<file path="src/rtl/traffic_pkg.sv">
// -----------------------------------------------------------------------------
// traffic_pkg
// Shared lamp encodings and the phase-state enum for the intersection
// scheduler and the lamp drivers.
//   CAR_*  : one-hot car head codes (RED/YELLOW/LEFT/GREEN, NONE = dark)
//   WALK_* : walk head codes (RED/GREEN, NONE = dark)
//   phase_t: scheduler state; the numeric value is what o_phase reports
// Helper functions classify states and give the normal-loop successor.
// -----------------------------------------------------------------------------
package traffic_pkg;

   localparam logic [3:0] CAR_RED    = 4'b1000;
   localparam logic [3:0] CAR_YELLOW = 4'b0100;
   localparam logic [3:0] CAR_LEFT   = 4'b0010;
   localparam logic [3:0] CAR_GREEN  = 4'b0001;
   localparam logic [3:0] CAR_NONE   = 4'b0000;

   localparam logic [1:0] WALK_RED   = 2'b10;
   localparam logic [1:0] WALK_GREEN = 2'b01;
   localparam logic [1:0] WALK_NONE  = 2'b00;

   typedef enum logic [3:0] {
      ST_IDLE       = 4'd0,
      ST_ALLRED_A   = 4'd1,
      ST_NS_GREEN   = 4'd2,
      ST_NS_Y1      = 4'd3,
      ST_NS_LEFT    = 4'd4,
      ST_NS_Y2      = 4'd5,
      ST_ALLRED_B   = 4'd6,
      ST_EW_GREEN   = 4'd7,
      ST_EW_Y1      = 4'd8,
      ST_EW_LEFT    = 4'd9,
      ST_EW_Y2      = 4'd10,
      ST_PRE_Y      = 4'd11,
      ST_PRE_ALLRED = 4'd12,
      ST_PRE_HOLD   = 4'd13
   } phase_t;

   // States in which some car head is moving traffic (green or left arrow).
   function automatic logic is_green_or_left(input phase_t s);
      return (s == ST_NS_GREEN) || (s == ST_NS_LEFT) ||
             (s == ST_EW_GREEN) || (s == ST_EW_LEFT);
   endfunction

   function automatic logic is_allred(input phase_t s);
      return (s == ST_ALLRED_A) || (s == ST_ALLRED_B);
   endfunction

   // Direction owning a normal-loop state: 0 = NS, 1 = EW.
   function automatic logic phase_dir(input phase_t s);
      return (s == ST_EW_GREEN) || (s == ST_EW_Y1) ||
             (s == ST_EW_LEFT)  || (s == ST_EW_Y2);
   endfunction

   function automatic phase_t green_of(input logic dir);
      return dir ? ST_EW_GREEN : ST_NS_GREEN;
   endfunction

   // Successor in the normal 10-state loop.
   function automatic phase_t loop_next(input phase_t s);
      phase_t n;
      case (s)
         ST_ALLRED_A: n = ST_NS_GREEN;
         ST_NS_GREEN: n = ST_NS_Y1;
         ST_NS_Y1:    n = ST_NS_LEFT;
         ST_NS_LEFT:  n = ST_NS_Y2;
         ST_NS_Y2:    n = ST_ALLRED_B;
         ST_ALLRED_B: n = ST_EW_GREEN;
         ST_EW_GREEN: n = ST_EW_Y1;
         ST_EW_Y1:    n = ST_EW_LEFT;
         ST_EW_LEFT:  n = ST_EW_Y2;
         default:     n = ST_ALLRED_A;
      endcase
      return n;
   endfunction

endpackage

</file>
<file path="src/rtl/phase_timer.sv">
// -----------------------------------------------------------------------------
// phase_timer
// 8-bit loadable down-counter used to time each scheduler phase.
//   clk, reset_n     : clock, synchronous active-low reset (count -> 0)
//   i_tick           : decrement enable (timebase pulse)
//   i_load/i_load_val: load a new count; load wins over tick
//   i_freeze         : hold the count regardless of i_tick
//   o_count_next     : value the counter takes at the next edge, so the
//                      owner can register outputs aligned with the state
//   o_zero           : current count is zero
// The counter saturates at zero; the owner reloads it on expiry.
// -----------------------------------------------------------------------------
module phase_timer (
   input  logic       clk,
   input  logic       reset_n,
   input  logic       i_tick,
   input  logic       i_load,
   input  logic [7:0] i_load_val,
   input  logic       i_freeze,
   output logic [7:0] o_count_next,
   output logic       o_zero
);

   logic [7:0] r_count;

   always_comb begin
      o_count_next = r_count;
      if (i_load) begin
         o_count_next = i_load_val;
      end else if (i_tick && !i_freeze && (r_count != 8'd0)) begin
         o_count_next = r_count - 8'd1;
      end
   end

   always_ff @(posedge clk) begin
      if (!reset_n) begin
         r_count <= 8'd0;
      end else begin
         r_count <= o_count_next;
      end
   end

   assign o_zero = (r_count == 8'd0);

endmodule

</file>
<file path="src/rtl/intersection_scheduler.sv">
// -----------------------------------------------------------------------------
// intersection_scheduler
// Phase scheduler for a two-approach (NS/EW) intersection: normal green /
// yellow / left / yellow / all-red loop, pedestrian walk grants with a
// blinking clearance, and emergency-vehicle preemption.
//   clk, reset_n         : clock, synchronous active-low reset
//   i_tick               : timebase pulse; all durations count these
//   i_enable             : run enable; low forces IDLE with dark lamps
//   i_ped_req[1:0]       : walk buttons, [0] parallel to NS, [1] parallel to EW
//   i_emerg, i_emerg_dir : preemption request level and target (0 NS, 1 EW)
//   o_ns_car, o_ew_car   : one-hot car heads (CAR_* codes)
//   o_ns_walk, o_ew_walk : walk heads (WALK_* codes)
//   o_phase              : current phase_t value
//   o_ped_ack[1:0]       : one-cycle pulse when a walk grant starts
// All outputs are registered from next-state values, so they change on the
// same edge as the state register.
// -----------------------------------------------------------------------------
module intersection_scheduler
   import traffic_pkg::*;
#(
   parameter int T_GREEN  = 20,
   parameter int T_YELLOW = 2,
   parameter int T_LEFT   = 10,
   parameter int T_ALLRED = 2,
   parameter int T_WALK   = 10,
   parameter int T_BLINK  = 6
) (
   input  logic       clk,
   input  logic       reset_n,
   input  logic       i_tick,
   input  logic       i_enable,
   input  logic [1:0] i_ped_req,
   input  logic       i_emerg,
   input  logic       i_emerg_dir,
   output logic [3:0] o_ns_car,
   output logic [3:0] o_ew_car,
   output logic [1:0] o_ns_walk,
   output logic [1:0] o_ew_walk,
   output logic [3:0] o_phase,
   output logic [1:0] o_ped_ack
);

   // Timer load values: a state of N ticks starts at N-1 and ends on the
   // tick that finds the counter at zero.
   localparam logic [7:0] LD_GREEN  = 8'(T_GREEN - 1);
   localparam logic [7:0] LD_YELLOW = 8'(T_YELLOW - 1);
   localparam logic [7:0] LD_LEFT   = 8'(T_LEFT - 1);
   localparam logic [7:0] LD_ALLRED = 8'(T_ALLRED - 1);
   localparam logic [7:0] WALK_END  = 8'(T_WALK);
   localparam logic [7:0] BLINK_END = 8'(T_WALK + T_BLINK);

   function automatic logic [7:0] load_for(input phase_t s);
      logic [7:0] v;
      case (s)
         ST_NS_GREEN, ST_EW_GREEN:                 v = LD_GREEN;
         ST_NS_LEFT, ST_EW_LEFT:                   v = LD_LEFT;
         ST_ALLRED_A, ST_ALLRED_B, ST_PRE_ALLRED:  v = LD_ALLRED;
         default:                                  v = LD_YELLOW;
      endcase
      return v;
   endfunction

   // Walk head during the parallel green. Elapsed ticks are recovered from
   // the green timer, so no second counter is needed.
   function automatic logic [1:0] walk_head(input logic granted, input logic [7:0] cnt);
      logic [7:0] elapsed;
      logic [7:0] blink_idx;
      logic [1:0] v;
      elapsed   = LD_GREEN - cnt;
      blink_idx = elapsed - WALK_END;
      if (!granted) begin
         v = WALK_RED;
      end else if (elapsed < WALK_END) begin
         v = WALK_GREEN;
      end else if (elapsed < BLINK_END) begin
         // blink starts dark on the first clearance tick
         v = blink_idx[0] ? WALK_GREEN : WALK_NONE;
      end else begin
         v = WALK_RED;
      end
      return v;
   endfunction

   phase_t     r_state;
   phase_t     w_state_next;
   logic       r_pre_pend;
   logic       w_pre_pend_next;
   logic       r_pre_dir;
   logic       w_pre_dir_next;
   logic       r_yel_dir;
   logic       w_yel_dir_next;
   logic [1:0] r_req;
   logic [1:0] w_req_next;
   logic [1:0] w_req_eff;
   logic [1:0] r_walk;
   logic [1:0] w_walk_next;
   logic [1:0] w_grant;

   logic       w_load;
   logic [7:0] w_load_val;
   logic       w_freeze;
   logic [7:0] w_count_next;
   logic       w_zero;
   logic       w_expire;

   logic [3:0] r_ns_car;
   logic [3:0] r_ew_car;
   logic [1:0] r_ns_walk;
   logic [1:0] r_ew_walk;
   logic [1:0] r_ped_ack;
   logic [3:0] w_ns_car_next;
   logic [3:0] w_ew_car_next;
   logic [1:0] w_ns_walk_next;
   logic [1:0] w_ew_walk_next;

   assign w_expire = i_tick && w_zero;
   assign w_freeze = (r_state == ST_PRE_HOLD);

   phase_timer u_timer (
      .clk          (clk),
      .reset_n      (reset_n),
      .i_tick       (i_tick),
      .i_load       (w_load),
      .i_load_val   (w_load_val),
      .i_freeze     (w_freeze),
      .o_count_next (w_count_next),
      .o_zero       (w_zero)
   );

   // ---------------------------------------------------------------- state reg
   always_ff @(posedge clk) begin
      if (!reset_n) begin
         r_state    <= ST_IDLE;
         r_pre_pend <= 1'b0;
         r_pre_dir  <= 1'b0;
         r_yel_dir  <= 1'b0;
         r_req      <= 2'b00;
         r_walk     <= 2'b00;
      end else begin
         r_state    <= w_state_next;
         r_pre_pend <= w_pre_pend_next;
         r_pre_dir  <= w_pre_dir_next;
         r_yel_dir  <= w_yel_dir_next;
         r_req      <= w_req_next;
         r_walk     <= w_walk_next;
      end
   end

   // --------------------------------------------------------------- next state
   always_comb begin
      w_state_next    = r_state;
      w_load          = 1'b0;
      w_load_val      = 8'd0;
      w_pre_pend_next = r_pre_pend;
      w_pre_dir_next  = r_pre_dir;
      w_yel_dir_next  = r_yel_dir;

      if (!i_enable) begin
         w_state_next    = ST_IDLE;
         w_load          = 1'b1;
         w_pre_pend_next = 1'b0;
      end else begin
         case (r_state)
            ST_IDLE: begin
               w_state_next = ST_ALLRED_A;
               w_load       = 1'b1;
               w_load_val   = LD_ALLRED;
            end
            // i_emerg is not sampled while clearing toward the hold
            ST_PRE_Y: begin
               if (w_expire) begin
                  w_state_next = ST_PRE_ALLRED;
                  w_load       = 1'b1;
                  w_load_val   = LD_ALLRED;
               end
            end
            ST_PRE_ALLRED: begin
               if (w_expire) begin
                  w_state_next = ST_PRE_HOLD;
               end
            end
            ST_PRE_HOLD: begin
               if (!i_emerg) begin
                  w_state_next = r_pre_dir ? ST_EW_Y1 : ST_NS_Y1;
                  w_load       = 1'b1;
                  w_load_val   = LD_YELLOW;
               end
            end
            default: begin
               if (is_green_or_left(r_state)) begin
                  if (i_emerg) begin
                     w_pre_dir_next = i_emerg_dir;
                     if (r_state == green_of(i_emerg_dir)) begin
                        w_state_next = ST_PRE_HOLD;
                     end else begin
                        // the head currently moving traffic goes yellow
                        w_state_next   = ST_PRE_Y;
                        w_yel_dir_next = phase_dir(r_state);
                        w_load         = 1'b1;
                        w_load_val     = LD_YELLOW;
                     end
                  end else if (w_expire) begin
                     w_state_next = loop_next(r_state);
                     w_load       = 1'b1;
                     w_load_val   = load_for(loop_next(r_state));
                  end
               end else begin
                  // yellow / all-red: remember the request, finish the state
                  if (i_emerg && !r_pre_pend) begin
                     w_pre_pend_next = 1'b1;
                     w_pre_dir_next  = i_emerg_dir;
                  end
                  if (w_expire) begin
                     if (r_pre_pend || i_emerg) begin
                        w_pre_pend_next = 1'b0;
                        if (is_allred(r_state)) begin
                           w_state_next = ST_PRE_HOLD;
                        end else begin
                           w_state_next = ST_PRE_ALLRED;
                           w_load       = 1'b1;
                           w_load_val   = LD_ALLRED;
                        end
                     end else begin
                        w_state_next = loop_next(r_state);
                        w_load       = 1'b1;
                        w_load_val   = load_for(loop_next(r_state));
                     end
                  end
               end
            end
         endcase
      end
   end

   // ------------------------------------------------------ pedestrian latches
   // A press in the same cycle as the green entry is folded into the grant.
   always_comb begin
      w_req_eff = r_req | i_ped_req;
      w_grant   = 2'b00;
      if ((w_state_next == ST_NS_GREEN) && (r_state != ST_NS_GREEN)) begin
         w_grant[0] = w_req_eff[0];
      end
      if ((w_state_next == ST_EW_GREEN) && (r_state != ST_EW_GREEN)) begin
         w_grant[1] = w_req_eff[1];
      end
      w_req_next     = w_req_eff & ~w_grant;
      // a grant lives only while its parallel green does
      w_walk_next[0] = (w_state_next == ST_NS_GREEN) && (w_grant[0] || r_walk[0]);
      w_walk_next[1] = (w_state_next == ST_EW_GREEN) && (w_grant[1] || r_walk[1]);
   end

   // ---------------------------------------------------------- output decode
   always_comb begin
      w_ns_car_next  = CAR_RED;
      w_ew_car_next  = CAR_RED;
      w_ns_walk_next = walk_head(w_walk_next[0], w_count_next);
      w_ew_walk_next = walk_head(w_walk_next[1], w_count_next);
      case (w_state_next)
         ST_IDLE: begin
            w_ns_car_next  = CAR_NONE;
            w_ew_car_next  = CAR_NONE;
            w_ns_walk_next = WALK_NONE;
            w_ew_walk_next = WALK_NONE;
         end
         ST_NS_GREEN:         w_ns_car_next = CAR_GREEN;
         ST_NS_Y1, ST_NS_Y2:  w_ns_car_next = CAR_YELLOW;
         ST_NS_LEFT:          w_ns_car_next = CAR_LEFT;
         ST_EW_GREEN:         w_ew_car_next = CAR_GREEN;
         ST_EW_Y1, ST_EW_Y2:  w_ew_car_next = CAR_YELLOW;
         ST_EW_LEFT:          w_ew_car_next = CAR_LEFT;
         ST_PRE_Y: begin
            if (w_yel_dir_next) w_ew_car_next = CAR_YELLOW;
            else                w_ns_car_next = CAR_YELLOW;
         end
         ST_PRE_HOLD: begin
            if (w_pre_dir_next) w_ew_car_next = CAR_GREEN;
            else                w_ns_car_next = CAR_GREEN;
         end
         default: ;
      endcase
   end

   always_ff @(posedge clk) begin
      if (!reset_n) begin
         r_ns_car  <= CAR_NONE;
         r_ew_car  <= CAR_NONE;
         r_ns_walk <= WALK_NONE;
         r_ew_walk <= WALK_NONE;
         r_ped_ack <= 2'b00;
      end else begin
         r_ns_car  <= w_ns_car_next;
         r_ew_car  <= w_ew_car_next;
         r_ns_walk <= w_ns_walk_next;
         r_ew_walk <= w_ew_walk_next;
         r_ped_ack <= w_grant;
      end
   end

   assign o_ns_car  = r_ns_car;
   assign o_ew_car  = r_ew_car;
   assign o_ns_walk = r_ns_walk;
   assign o_ew_walk = r_ew_walk;
   assign o_phase   = r_state;
   assign o_ped_ack = r_ped_ack;

endmodule

</file>
<file path="config.mk">
export PLATFORM = sky130hd
export DESIGN_NAME = intersection_scheduler
export DESIGN_NICKNAME = d
export VERILOG_FILES = /design/src/rtl/traffic_pkg.sv /design/src/rtl/phase_timer.sv /design/src/rtl/intersection_scheduler.sv
export SDC_FILE = /design/constraint.sdc
export NUM_CORES = 1
export LEC_CHECK = 0
export ABC_AREA = 1
export CAP_MARGIN = 20
export CELL_PAD_IN_SITES_DETAIL_PLACEMENT = 1
export CELL_PAD_IN_SITES_GLOBAL_PLACEMENT = 1
export CORE_MARGIN = 2
export CORE_UTILIZATION = 41
export CTS_BUF_LIST = sky130_fd_sc_hd__clkbuf_4
export CTS_CLUSTER_DIAMETER = 120
export DETAILED_ROUTE_END_ITERATION = 16
export GPL_TIMING_DRIVEN = 1
export PLACE_DENSITY_LB_ADDON = 0.1
export SYNTH_ARGS = -nofsm -noshare
export SYNTH_HDL_FRONTEND = slang
export SYNTH_SLANG_ARGS = --single-unit
</file>
<file path="constraint.sdc">
create_clock -name clk -period 3 [get_ports clk]
set_clock_uncertainty 0.05 [all_clocks]
set_input_delay 0.6 -clock clk [delete_from_list [all_inputs] [get_ports clk]]
set_output_delay 0.6 -clock clk [all_outputs]
set_load 0.01 [all_outputs]
</file>
==> summary.md <==
| Metric | Value |
|---|---|
| Outcome | `finished clean` |
| Max H-tree Level | `2` |
| Starting Density | `a little over two fifths` |
| DP HPWL | `5.616 mm` |
| Via count | `2502` |
| CTS Sinks | `37` |
| Clock Latency Late Sink | `0.36 ns` |
| Endpoint class of the critical path | `flop` |
| Mapped Avg Cell Area | `between 6 and 7 µm²` |
| Crit Path Max Fanout | `8` |
| CTS max path bufs | `2` |
| P per Cell Area | `~540 nW/µm²` |
| Final Util | `49.38%` |
| Area fraction of the dominant cell type after synthesis | `30.31%` |
| Total negative slack | `0 ns` |
| Routability Congestion | `0.8594` |
| Fin nets | `423` |
| Buffers on Ports | `25` |
| Net count after synthesis | `390` |
| GRT overflow | `0` |
| Hold bufs inserted after CTS | `0` |
| RSZ-0062 raised after global routing | `false` |
| Seq cells post-synth | `37` |
| Worst vdd rail ir drop | `0.0002858 V` |
| Synthesized area | `between 2000 and 2500 µm²` |
| Post-Synth Adder-Cell Area | `3.072%` |
| Vias/cell | `5.159` |
| Final Hold Fails | `0` |
| Antenna-violating nets left | `0` |
| WL final | `7.056 mm` |
| Initial antenna violation count | `0` |
| Layout area overhead | `18.23%` |
| # rows | `28` |
| Total CTS buffers | `5` |
| Largest net degree at the start of global routing | `22` |
| CP startpoint kind | `flop` |
| Inserted Diodes | `0` |
| XOR/XNOR Fraction of Synth Area | `2.509%` |
| Cell taking the most area after synthesis | `dfxtp_1` |
| Die height | `81.20 µm` |
| Die extent in x | `a little over 80 µm` |
| Syn Inst Count | `376` |
| CP Data Required Time | `between 3 and 4 ns` |
| Period Utilization, post-route | `around 89%` |
| Leak | `1.374 nW` |
| Main combinational cell family by area after synthesis | `simple AND/OR/NAND/NOR gates` |
| CTS tree | `yes` |
| Area contributors post-synth | `dfxtp_1, nand2_1, nor2_1` |
| Synth warn | `0` |
| Core area | `around 6000 µm²` |
| Critical path type | `flop to flop` |
| Slew margin rel. | `73.48%` |
| Fin. max-slew vios | `0` |
| Max Cap Viol | `0` |
| Peak Freq | `between 300 and 400 MHz` |
| Root Driver | `clkbuf_4` |
| Hold Path Stages | `2` |
| Die area | `about 6600 µm²` |
| Compound-Gate Fraction of Synth Area | `11.52%` |
| Share of layout cells above drive strength 1 | `~17%` |
| # resized after CTS | `0` |
| Post-synthesis simple-gate area fraction | `43.83%` |
| Residual DRC | `0` |
| Wire per inst | `about 15 µm` |
| Fin crit period | `2.669 ns` |
| Total global-route track usage | `23.50%` |
| Post-synthesis mux area share | `0%` |
| # setup viols final | `0` |
| Setup bufs post-CTS | `0` |
| First-pass GRT wire length | `11.89 mm` |
| Vias in the first global route | `2508` |
| DR pass1 iterations | `4` |
| Count of cell types in the netlist | `39` |
| Seq/Total Area, Yosys | `30.31%` |
| Worst Reg-to-Reg Cells | `15` |
| Worst Path Arrival | `2.87 ns` |
| Worst-path clk slew | `~0.13 ns` |
| Worst min path class | `flop to flop` |
| Initial DRC count | `114` |
| Least-Margin Pin Slew | `roughly 0.39 ns` |
| Ports | `26` |
[Yosys cell counts, drive strengths merged]
| cell | n |
|---|---|
| nor3 | 3 |
| a21oi | 20 |
| xor2 | 6 |
| or2 | 1 |
| nand3 | 31 |
| inv | 52 |
| xnor2 | 1 |
| o211ai | 1 |
| ha | 6 |
| nand4 | 8 |
| nor2 | 60 |
| o21a | 1 |
| clkbuf | 3 |
| clkinv | 1 |
| dfxtp | 37 |
| nor4 | 1 |
| o21ai | 17 |
| a31oi | 1 |
| a21o | 1 |
| a22o | 1 |
| nand3b | 2 |
| a32o | 1 |
| a211oi | 1 |
| nand2 | 118 |
| a22oi | 1 |
| o31ai | 1 |
[placed cells by master, fill, tap and decap left out, types with 12 or more instances in the layout]
master	n
inv_2	12
nand2_2	16
dfxtp_1	37
clkdlybuf4s50_1	25
nand2_1	101
o21ai_0	13
a21oi_1	15
inv_1	40
nand3_1	25
nor2_1	46
[routing by layer]
metal / wire, µm / up-vias / GRT usage (%)
li1: - / 1260 / -
met1: 3398 / 1176 / 30.61
met2: 3297 / 53 / 39.75
met3: 241 / 13 / 3.778
met4: 120 / 0 / 7.288
met5: 0 / - / 0
[per-stage QoR]
step	cells	instance area, µm²	worst slack [ns]	hold WS, ns	total power, mW
after CTS	485	2887	0.2932	0.5051	1.565
after global placement	477	2803	0.2119	0.4385	1.190
after global routing	485	2889	0.02564	0.5198	1.668
after floorplan	376	2444	0.7923	0.4192	1.012
final	485	2889	0.3315	0.4939	1.558
after detailed placement	477	2803	0.1650	0.4874	1.202
[layout make-up]
type,count,area (µm²)
clock buffers,5,37.54
clock inverters,3,46.29
fillers,780,2962
inverters,53,198.9
multi-input cells,283,1491
flip-flops and latches,37,740.7
well taps,75,93.84
repair buffers,29,280.3
[worst paths after layout]
| path | slack [ns] | to | from |
|---|---|---|---|
| max | 0.33 | flop | u_timer.r_count[0] |
| min | 0.49 | r_req[0] | r_req[0] |
| max reg2reg | 0.33 | flop | u_timer.r_count[0] |
| min reg2reg | 0.49 | r_req[0] | r_req[0] |
[logic make-up after synthesis]
kind of cell | after synthesis
AND/OR/NAND/NOR | 224
AO/OA/AOI/OAI | 46
flip-flops | 37
XOR/XNOR | 7
adder cells (fa/ha/maj) | 6
buffers and inverters | 56
[where the power goes]
group          internal (mW)  total (mW)  switching (mW)
combinational          0.219       0.623           0.404
clock                  0.176       0.362           0.186
sequential             0.537       0.573          0.0355
total                  0.933        1.56           0.625
[critical path: stages (launching register included)]
cell,delay [ns]
dfxtp_1,0.32
inv_1,0.16
ha_1,0.25
nand2_1,0.08
nor2_1,0.12
nand2_1,0.12
nor2_2,0.25
nand2_1,0.11
inv_1,0.07
nand2_1,0.05
nand2_1,0.11
nand2_1,0.10
nand2_2,0.15
nor2_2,0.09
ha_1,0.30
a22o_1,0.21
Power figures use the tool's default switching activity.
==> patch: new RTL, config.mk and constraints unchanged <==
Reset style: asynchronous (`reset_n`), changed in 3 clocked blocks. Comments in the files are not updated.
--- a/src/rtl/phase_timer.sv
+++ b/src/rtl/phase_timer.sv
@@ -33,5 +33,5 @@
    end
 
-   always_ff @(posedge clk) begin
+   always_ff @(posedge clk or negedge reset_n) begin
       if (!reset_n) begin
          r_count <= 8'd0;
--- a/src/rtl/intersection_scheduler.sv
+++ b/src/rtl/intersection_scheduler.sv
@@ -129,5 +129,5 @@
 
    // ---------------------------------------------------------------- state reg
-   always_ff @(posedge clk) begin
+   always_ff @(posedge clk or negedge reset_n) begin
       if (!reset_n) begin
          r_state    <= ST_IDLE;
@@ -281,5 +281,5 @@
    end
 
-   always_ff @(posedge clk) begin
+   always_ff @(posedge clk or negedge reset_n) begin
       if (!reset_n) begin
          r_ns_car  <= CAR_NONE;
Formal check against the unedited RTL: differs if reset_n is asserted again (counterexample within 4 cycles, from zero or initial values and one cycle with reset_n low); with reset_n held inactive, the same outputs for 4 cycles.
==> patch against the original RTL <==
Sequential cell count down 4; synthesized cell count down 7.2%; design area up 4.6%; maximum frequency up 2.0%; synthesized area up 7.6%; routed wire length down 0.24%; non-clock buffer count up 2; worst setup slack better by 0.052 ns; highest routed layer unchanged.
Power is not compared: it rests on default switching activity, and its combinational part moved more than twofold at a synthesized area within 25%.
==> patch: results (changes against the original RTL) <==
Finish
  – Most flops, register: u_timer.r_count
  – Layout cell share with drive strength beyond 1: 22.8% (+5.5 points)
  – Nets@finish: 396 (-6.4%)

Worst setup path
  – R2R setup slack: 0.38 ns (+0.05 ns)
  – Worst r2r src: o_phase[0]
  – CP max FO: 9 (+1)
  – CP arrival: 2.79 ns (-0.08 ns)
  – Crit path capture: o_ew_car[3]
  – Worst reg2reg path depth: 14 (-1)

Placement
  – Cell area after placement: 0.00297 mm^2 (+6.0%)
  – HPWL after DPL: 5.81 mm (+3.5%)
  – Gpl congestion: 0.886 (+3.0%)

Global routing
  – Number of global-route vias before repair: 2532 (+0.96%)
  – Largest net degree at the start of global routing: 34 (+55%)
  – First-pass GRT wire length: 12.2 mm (+2.4%)
  – GRT Resource Usage Total: 21.5% (-2.0 points)

CTS
  – Root buf cell: clkbuf_4
  – TritonCTS Buffers: 5 (unchanged)
  – Clk Latency, worst-skew pair: 0.33 ns (-0.03 ns)
  – Worst-path clk slew: 0.10 ns (-0.03 ns)

Routing
  – Wire length on met1: 3.20 mm (-5.8%)
  – WL/cell: 15.3 um (+5.4%)
  – Initial DRC count: 78 (-32%)
  – Vias: 2361 (-5.6%)
  – Met2 wire len: 3.49 mm (+5.8%)
  – Routed wl met3: 198 um (-18%)

Logic synthesis
  – Commonest cells post-synth: nand2_1, inv_1, dfrtp_1, nor2_1, nand3_1
  – Seq/Total Area, Yosys: 31.4% (+1.1 points)
  – Yosys warns: 0 (unchanged)
  – Syn_nets: 364 (-6.7%)
  – Async set-reset flop share out of synthesis: 100% (+100 points)
  – Top FF cell, synth: dfrtp_1
  – Synth area leaders: dfrtp_1, nand2_1, inv_1
  – Number of distinct library cells after synthesis: 40 (+2.6%)

Worst hold path
  – Hold Startpoint: r_walk[1]

Run status
  – Outcome: finished, final reports clean

Timing
  – Worst slew pin tran: 0.605 ns (+0.211 ns)
[patch: changes by cell type after synthesis, sizes merged, moves of 3 or more]
cell   unedited run  this run
a21oi            20        15
nor2             60        53
o21ai            17        20
buf               0         5
nand3            31        36
nand2           118       105
inv              52        46
dfrtp             0        33
dfxtp            37         0
[patch: layout make-up]
| cell class | instances | area (um^2) |
|---|---|---|
| clock buffers | 5 | 37.5 |
| clock inverters | 3 | 12.5 |
| fillers | 806 | 3260 |
| inverters | 48 | 185 |
| multi-input cells | 262 | 1570 |
| flip-flops and latches | 33 | 826 |
| well taps | 77 | 96.3 |
| repair buffers | 31 | 295 |
[patch: worst min path at each step]
stage | slack, ns | end | depth (start not counted)
finish | 0.46 | r_walk[1] | 2
floorplan | 0.25 | o_ew_car[0] | 0
global placement | 0.43 | r_walk[1] | 2
CTS | 0.46 | r_walk[1] | 2
detailed placement | 0.44 | r_walk[1] | 2
global route | 0.49 | r_walk[1] | 2
[patch: worst max-delay path: stages (launching register included)]
cell and delay [ns]:
dfrtp_1 0.55, inv_1 0.17, ha_1 0.27, nand2_2 0.15, nand2_2 0.08, nor2_2 0.18, nor2_2 0.10, nor2_1 0.23
nand2_1 0.09, nand2_1 0.11, nand2_1 0.09, nor2_2 0.17, inv_1 0.09, nand3_1 0.10, nand3_1 0.08
[patch: per-layer routing]
metal  global-route usage, %  vias up
met4                    6.30        0
li1                        -     1170
met2                    36.0       32
met5                       0        -
met1                    28.2     1148
met3                    4.06       11
[patch: logic make-up (layout without fill, tap and decap cells)]
logic type      Yosys count  in the layout  synth area share (%)
simple gates            206            206                  43.4
buf+inv                  54             87                  8.90
compound gates           42             42                  10.7
flops                    33             33                  31.4
fa+ha+maj                 7              7                  3.33
xor+xnor                  7              7                  2.33
[patch: metrics by stage]
stage | setup slack (ns) | total power [uW] | util, % | instances
detailed placement | 0.153 | 3500 | 47.3 | 451
floorplan | 0.751 | 2820 | - | 349
finish | 0.383 | 3710 | 48.1 | 459
CTS | 0.354 | 3750 | 48.1 | 459
global placement | 0.218 | 3420 | 47.3 | 451
global route | 0.113 | 4090 | 48.1 | 459
[patch: where the power goes]
group          total (uW)  leakage [uW]  switching (uW)  internal (uW)
sequential            746      0.000426             148            598
combinational        2730       0.00105            1770            957
clock                 231     0.0000300             146           84.6
total                3710       0.00151            2070           1640
